[src/rtl/cam_pkg.sv]
// cam_pkg: shared frame geometry, controller state encoding and pixel format conversion
package cam_pkg;
    localparam int WIDTH_DEF = 176;
    localparam int HEIGHT_DEF = 144;
    localparam int ADDR_W_DEF = 15;
    typedef enum logic [1:0] {IDLE, WAIT_VS, WAIT_FRAME, CAPTURE} cam_state_e;
    function automatic logic [7:0] rgb444_to_332(input logic [3:0] r, input logic [3:0] g, input logic [3:0] b);
        return {r[3:1], g[3:1], b[3:2]};
    endfunction
endpackage

[src/rtl/cam_byte_assembler.sv]
// cam_byte_assembler: pairs 0000RRRR / GGGGBBBB camera bytes into RGB332 pixels while enabled
module cam_byte_assembler
    import cam_pkg::*;
(
    input  logic       clk,
    input  logic       rst_n,
    input  logic       en,
    input  logic       href,
    input  logic [7:0] data,
    output logic       pix_valid,
    output logic [7:0] pix
);
    logic       phase;
    logic [3:0] r;
    // phase drops to 0 whenever href is low so an odd byte count cannot skew the next line
    always_ff @(posedge clk or negedge rst_n)
        if (!rst_n) begin
            phase <= 1'b0;
            r     <= '0;
        end else begin
            phase <= en & href & ~phase;
            if (en && href && !phase) r <= data[3:0];
        end
    assign pix_valid = en & href & phase;
    assign pix       = rgb444_to_332(r, data[7:4], data[3:0]);
endmodule

[src/rtl/cam_capture_ctrl.sv]
// cam_capture_ctrl: arms on start, syncs to the next frame and turns the camera byte stream
// into clipped, linearly addressed RGB332 frame-buffer writes
module cam_capture_ctrl
    import cam_pkg::*;
#(
    parameter int WIDTH      = WIDTH_DEF,
    parameter int HEIGHT     = HEIGHT_DEF,
    parameter int ADDR_W     = ADDR_W_DEF,
    parameter bit CONTINUOUS = 1'b0
) (
    input  logic              clk,
    input  logic              rst_n,
    input  logic              vsync,
    input  logic              href,
    input  logic [7:0]        data,
    input  logic              start,
    output logic              busy,
    output logic              wen,
    output logic [ADDR_W-1:0] waddr,
    output logic [7:0]        wdata,
    output logic              done,
    output logic              short_frame
);
    localparam int XW = $clog2(WIDTH + 1);
    localparam int YW = $clog2(HEIGHT + 1);
    cam_state_e        state, state_n;
    logic              vs_d, href_d, vs_rise, vs_fall, href_fall;
    logic              cap, pix_valid, x_ok, y_ok;
    logic [7:0]        pix;
    logic [XW-1:0]     x;
    logic [YW-1:0]     y;
    logic [ADDR_W-1:0] addr;
    assign vs_rise   = vsync & ~vs_d;
    assign vs_fall   = ~vsync & vs_d;
    assign href_fall = ~href & href_d;
    assign cap       = state == CAPTURE;
    assign x_ok      = x < XW'(WIDTH);
    assign y_ok      = y < YW'(HEIGHT);
    // done keeps busy high through the completion cycle so busy drops one cycle later
    assign busy      = (state != IDLE) | done;
    cam_byte_assembler u_asm (
        .clk       (clk),
        .rst_n     (rst_n),
        .en        (cap),
        .href      (href),
        .data      (data),
        .pix_valid (pix_valid),
        .pix       (pix)
    );
    always_ff @(posedge clk or negedge rst_n)
        if (!rst_n) state <= IDLE;
        else        state <= state_n;
    always_comb begin
        state_n = state;
        case (state)
            IDLE:       state_n = start   ? WAIT_VS    : IDLE;
            WAIT_VS:    state_n = vs_rise ? WAIT_FRAME : WAIT_VS;
            WAIT_FRAME: state_n = vs_fall ? CAPTURE    : WAIT_FRAME;
            CAPTURE:    state_n = vs_rise ? (CONTINUOUS ? WAIT_FRAME : IDLE) : CAPTURE;
            default:    state_n = IDLE;
        endcase
    end
    always_ff @(posedge clk or negedge rst_n)
        if (!rst_n) begin
            vs_d        <= 1'b0;
            href_d      <= 1'b0;
            wen         <= 1'b0;
            waddr       <= '0;
            wdata       <= '0;
            done        <= 1'b0;
            short_frame <= 1'b0;
            x           <= '0;
            y           <= '0;
            addr        <= '0;
        end else begin
            vs_d   <= vsync;
            href_d <= href;
            wen    <= 1'b0;
            done   <= 1'b0;
            if (state == IDLE && start) short_frame <= 1'b0;
            if (state == WAIT_FRAME && vs_fall) begin
                x    <= '0;
                y    <= '0;
                addr <= '0;
            end
            if (cap) begin
                if (pix_valid && x_ok && y_ok) begin
                    wen   <= 1'b1;
                    waddr <= addr;
                    wdata <= pix;
                    addr  <= addr + 1'b1;
                    x     <= x + 1'b1;
                end
                // a truncated line skips the unwritten tail so the next line starts on its row
                if (href_fall) begin
                    if (x_ok && y_ok) begin
                        short_frame <= 1'b1;
                        addr        <= ADDR_W'((int'(y) + 1) * WIDTH);
                    end
                    if (y_ok) y <= y + 1'b1;
                    x <= '0;
                end
                if (vs_rise) begin
                    done <= 1'b1;
                    if (y_ok) short_frame <= 1'b1;
                end
            end
        end
endmodule

[config.mk]
export PLATFORM = sky130hd
export DESIGN_NAME = cam_capture_ctrl
export DESIGN_NICKNAME = d
export VERILOG_FILES = /design/src/rtl/cam_pkg.sv /design/src/rtl/cam_byte_assembler.sv /design/src/rtl/cam_capture_ctrl.sv
export SDC_FILE = /design/constraint.sdc
export NUM_CORES = 1
export LEC_CHECK = 0
export BUFFER_PORTS_ARGS = -buffer_cell sky130_fd_sc_hd__buf_2
export CAP_MARGIN = 20
export CORE_MARGIN = 5
export CORE_UTILIZATION = 64
export CTS_CLUSTER_SIZE = 25
export DETAILED_ROUTE_END_ITERATION = 8
export GPL_TIMING_DRIVEN = 1
export PLACE_DENSITY = 0.86
export SYNTH_ARGS = -nofsm -noshare
export SYNTH_HDL_FRONTEND = slang
export SYNTH_SLANG_ARGS = --single-unit
[constraint.sdc]
create_clock -name clk -period 7.9 [get_ports clk]
set_input_delay 0.79 -clock clk [delete_from_list [all_inputs] [get_ports clk]]
set_output_delay 0.79 -clock clk [all_outputs]
set_load 0.1 [all_outputs]
Word-level counts from Yosys, hierarchy flattened
Cells that the tools add are included.
{"block": "totals", "in_bits": 13, "output_inout_bits": 27, "latchBits": 0, "mem_bits_rw": 0, "regBits": 66, "mem_count": 0, "wordCells": 73, "rom_bits": 0}
{"block": "op_classes", "n_bitwise": 11, "div_mod_pow": 0, "mul": 1, "mux": 28, "n_eq_ne": 3, "shifts": 0, "magnitude_cmp": 2, "n_addsub": 4, "n_reduce_logical": 11}
{"operator": "$mux 15", "count": 5}
{"operator": "$mux 8", "count": 8}
{"operator": "$add 8x1->8 const B", "count": 2}
{"operator": "$lt 8x8->1 const B", "count": 2}
{"operator": "$add 15x1->15 const B", "count": 1}
{"operator": "$mux 1", "count": 12}
{"operator": "$mul 9x4->11 const B", "count": 1}
{"operator": "$add 8x1->9 const B", "count": 1}
{"operator": "$pmux 2 s4", "count": 1}
{"operator": "$logic_and 1x1->1", "count": 7}
{"operator": "$and 1x1->1", "count": 6}
{"operator": "$eq 2x2->1 const B", "count": 2}
{"operator": "$mux 2", "count": 2}
{"operator": "$not 1->1", "count": 4}
{"operator": "$eq 2x1->1 const B", "count": 1}
{"operator": "$logic_not 2->1", "count": 1}
{"operator": "$reduce_and 2->1", "count": 1}
{"operator": "$reduce_bool 2->1", "count": 1}
{"operator": "$logic_not 1->1", "count": 1}
{"operator": "$or 1x1->1", "count": 1}

Depth between registers and ports, before layout
{"block": "logic_depth", "depth_word": 9, "ltp_mapped": 15, "ltp_nobuf": 15}

Cells and area by module
From an unflattened synthesis, not the netlist that was laid out.
{"block": "hier_totals", "cells_unflattened": 435, "area_unflattened_um2": 3975.1}
{"module": "cam_capture_ctrl", "area_per_inst_um2": 3761.1, "cells_each": 420, "instances": 1}
{"module": "cam_byte_assembler", "area_per_inst_um2": 214.0, "cells_each": 15, "instances": 1}

Least setup slack after synthesis
Ideal clock, no wire load.
{"block": "synth_timing", "path_type": "register -> register", "start": "reg y[0]", "end": "reg addr[13]", "t_arrival_ns": 3.138, "slack_ns": 4.629, "path_stages_with_launch": 15, "n_path_buf": 1, "path_cell_list": "dfrtp_1 -> clkbuf_1 -> nand2_1 -> nor2_1 -> xnor2_1 -> inv_1 -> ha_1 -> inv_1 -> fa_1 -> inv_1 -> ha_1 -> o21a_1 -> a2111oi_0 -> o311a_1 -> nor3_1"}
{"block": "synth_via", "elab_chain_len": 6, "word_cells_on_any_way": 9}
{"element": "from (decl)", "line_no": "cam_capture_ctrl.sv:31", "rtl": "logic [YW-1:0] y;"}
{"element": "from (signal assigned)", "line_no": "cam_capture_ctrl.sv:100", "rtl": "if (y_ok) y <= y + 1'b1;"}
{"element": "parallel branches: the longest is 4 deep, another holds $mul 9x4->11"}
{"element": "$mux 15 *", "line_no": "cam_capture_ctrl.sv:95", "rtl": "if (href_fall) begin"}
{"element": "$mux 15 *", "line_no": "cam_capture_ctrl.sv:86", "rtl": "if (cap) begin"}
{"element": "to (signal assigned)", "line_no": "cam_capture_ctrl.sv:91", "rtl": "addr <= addr + 1'b1;"}
{"element": "to (signal assigned)", "line_no": "cam_capture_ctrl.sv:98", "rtl": "addr <= ADDR_W'((int'(y) + 1) * WIDTH);"}
{"element": "to (decl)", "line_no": "cam_capture_ctrl.sv:32", "rtl": "logic [ADDR_W-1:0] addr;"}
Every way passes the cells marked *.
A chain may end at the register's enable or synchronous reset.

Final worst setup path
Same ends and word-level chain as after synthesis.

==> flow_metrics.py <==
metrics = {
    "floorplanning": {
        "rows": 28,
        "num_io_pins": 40,
        "die-height_um": 87.07,
        "initial_core_util_pct": 64.97,
        "dieArea_um2": 7580,
        "die_width_um": 87.07,
        "fp.coreArea_um2": 5851,
    },
    "timing": {
        "setup_viol": 0,
        "fmax_mhz": 265.9,
        "fin_crit_sh_pct": 47.61,
        "final-hold-violation-count": 0,
        "rsz0062_at_grt": "false",
        "final_max_slew_viol_count": 0,
        "whs_ns": 0.4715,
        "period_needed_ns": 3.761,
        "final.setup.tns_ns": 0,
        "tightest_slew_ns": 0.8049,
        "skew_ns": 0.01268,
        "max-slew-margin-rel_pct": 46.34,
    },
    "route": {
        "routedWlPerCell_um": 15.42,
        "viasPerCell": 6.030,
        "drtIter0Drc": 245,
        "ant_nets": 0,
        "dr.pass1.iters": 5,
        "drt-total-wl_um": 8232,
        "drc_errors": 0,
        "vias": 3220,
    },
    "grt": {
        "met2_usage_pct": 38.65,
        "grt_usage_pct": 23.78,
        "met1_usage_pct": 30.39,
        "top_usage_layer": "met2",
        "grt_util_met3_pct": 4.257,
        "grt_pass1_vias": 3084,
        "overflow": 0,
        "grt_max_degree": 66,
        "antenna_found_initial": 0,
        "grt_pass1_wl_um": 14110,
    },
    "placement": {
        "gp_congestion": 0.8666,
        "dp_hpwl_um": 5792,
        "dp_cells": 519,
        "io_buffers": 37,
    },
    "clock_tree": {
        "postCtsSetupRepairBufs": 0,
        "cts-buffers-inserted": 9,
        "cts_tree": "yes",
        "clkSinkCount": 65,
        "cts.hold.buffers_added": 0,
        "path_clk_slew_ns": 0.08,
        "cts_root_buf": "clkbuf_8",
        "clockBufferDepth": 2,
        "htreeDepth": 3,
        "ctsResizeCount": 0,
        "insertion_delay_ns": 0.34,
    },
    "power": {
        "vdd_drop_max_mv": 0.3519,
        "finalPower_mw": 1.558,
        "p_leak_nw": 2.207,
        "p_per_area_nw_per_um2": 366.5,
    },
    "synth": {
        "async_flop_share_pct": 100.0,
        "synthDistinctLibCells": 56,
        "ys_ff_latch": 65,
        "synth.avg_cell_area_um2": 9.029,
        "synth_seq_area_share_pct": 42.79,
        "synth_edf_count": 0,
        "yosys_warnings": 0,
        "synth_fp_nets": 462,
        "syn_inst": 421,
        "syn_area_um2": 3801,
        "ys.flop_type": "dfrtp_1",
    },
    "final_layout": {
        "layout_common_cells": "nand2_1, dfrtp_1, buf_2, inv_1",
        "drive_above_1_share_pct": 13.94,
        "fin_util_pct": 72.65,
        "layout.nets": 496,
        "mostFrequentLayoutCell": "nand2_1",
        "final_cell_count_no_fill": 534,
        "area_growth_pct": 11.82,
        "antennaDiodeCount": 0,
    },
    "outcome": {
        "outcome": "complete, no violations",
    },
    "worst_setup_path": {
        "cp.required_ns": 8.16,
        "startpoint_type": "flip-flop",
        "cpMostUsedCell": "ha_1",
        "slowest_delay_ns": 0.59,
        "cp-end-kind": "flip-flop",
        "critPathLaunch": "y[0]$_DFF_PN0_",
        "critPathSlowestCell": "a2111oi_0",
        "path_max_fanout": 8,
        "critical_path_arrival_ns": 4.02,
        "path_cells": "ha_1, nand3_1, xnor2_1, ha_1, inv_1, fa_1, inv_1, ha_1, o21a_1, a2111oi_0, nor4_1, nor3_1",
        "worstSetupPathType": "flip-flop to flip-flop",
        "reg2reg_from": "y[0]$_DFF_PN0_",
    },
    "hold_path": {
        "hp-class": "flip-flop to flip-flop",
        "hold_path.startpoint": "waddr[11]$_DFFE_PN0P_",
    },
    "job": {
        "cap_violations": 0,
    },
}
-- logic make-up after synthesis --
group,synth area share (%)
buffers and inverters,4.970
DFF,42.79
xor gates and xnor gates,5.892
adders and majority gates,10.40
muxes,1.547
AOI/OAI and AO/OA,13.40
and+or+nand+nor,21.00
-- worst paths after layout --
check / to / slack (ns) / cells after the start
worst max-delay path: addr[13]$_DFF_PN0_ / 4.14 / 12
worst min-delay path: waddr[11]$_DFFE_PN0P_ / 0.47 / 2
worst max register to register: addr[13]$_DFF_PN0_ / 4.14 / 12
worst min register to register: waddr[11]$_DFFE_PN0P_ / 0.47 / 2
max in group asynchronous: y[5]$_DFF_PN0_ / 6.76 / 2
min in group asynchronous: wdata[5]$_DFFE_PN0P_ / 0.61 / 2
-- worst max-delay path, delay by kind of cell, from the launching register on --
| family | cells | cell delay, ns |
|---|---|---|
| AO/OA/AOI/OAI | 2 | 0.80 |
| XOR/XNOR | 1 | 0.46 |
| adder cells (fa/ha/maj) | 4 | 1.28 |
| buffers and inverters | 2 | 0.17 |
| flip-flops | 1 | 0.50 |
| AND/OR/NAND/NOR | 3 | 0.47 |
-- cell usage after synthesis, types with 4 or more instances --
library cell,count,share of area (%)
a21oi_1,11,1.4
a22oi_1,4,0.79
a31oi_1,6,0.99
and3_1,4,0.66
buf_2,4,0.53
clkbuf_1,13,1.3
dfrtp_1,65,43
fa_1,6,3.2
ha_1,22,7.2
inv_1,28,2.8
nand2_1,95,9.4
nand3_1,18,2.4
nand3b_1,4,0.79
nand4_1,9,1.5
nor2_1,22,2.2
nor3_1,8,1.1
o21ai_0,18,2.4
or3_1,4,0.66
xnor2_1,13,3.0
xor2_1,10,2.3
-- cell type report --
type	count	area [um^2]
Clock buffer	9	123.9
Clock inverter	6	92.59
Fill cell	433	1600
Inverter	28	105.1
Multi-Input combinational cell	309	1986
Sequential cell	65	1627
Tap cell	75	93.84
Timing Repair Buffer	42	222.7
-- report_power, final --
| group | internal (mW) | switching, mW |
|---|---|---|
| Clock | 0.177 | 0.137 |
| Sequential | 0.423 | 0.0912 |
| Combinational | 0.182 | 0.547 |
-- per-layer routing --
layer / part of all wire, % / up-vias
met5: 0 / -
met1: 42 / 1576
met3: 4.7 / 21
met2: 51 / 104
met4: 2.8 / 0
li1: - / 1519
-- per-stage QoR --
step / setup WS (ns) / instance area (um^2)
after floorplan: 4.629 / 3801
after global placement: 4.285 / 4034
after detailed placement: 4.136 / 4034
after CTS: 4.124 / 4250
after global routing: 3.787 / 4250
final: 4.139 / 4250
-- state kept, by name, summed over array words and instances, names as in the netlist --
name and cells:
short_frame 1, u_asm.r 3, waddr 15, addr 15
y 8, u_asm.phase 1, wdata 8, state 2
wen 1, href_d 1, done 1, vs_d 1
x 8
(Power assumes the default switching activity.)
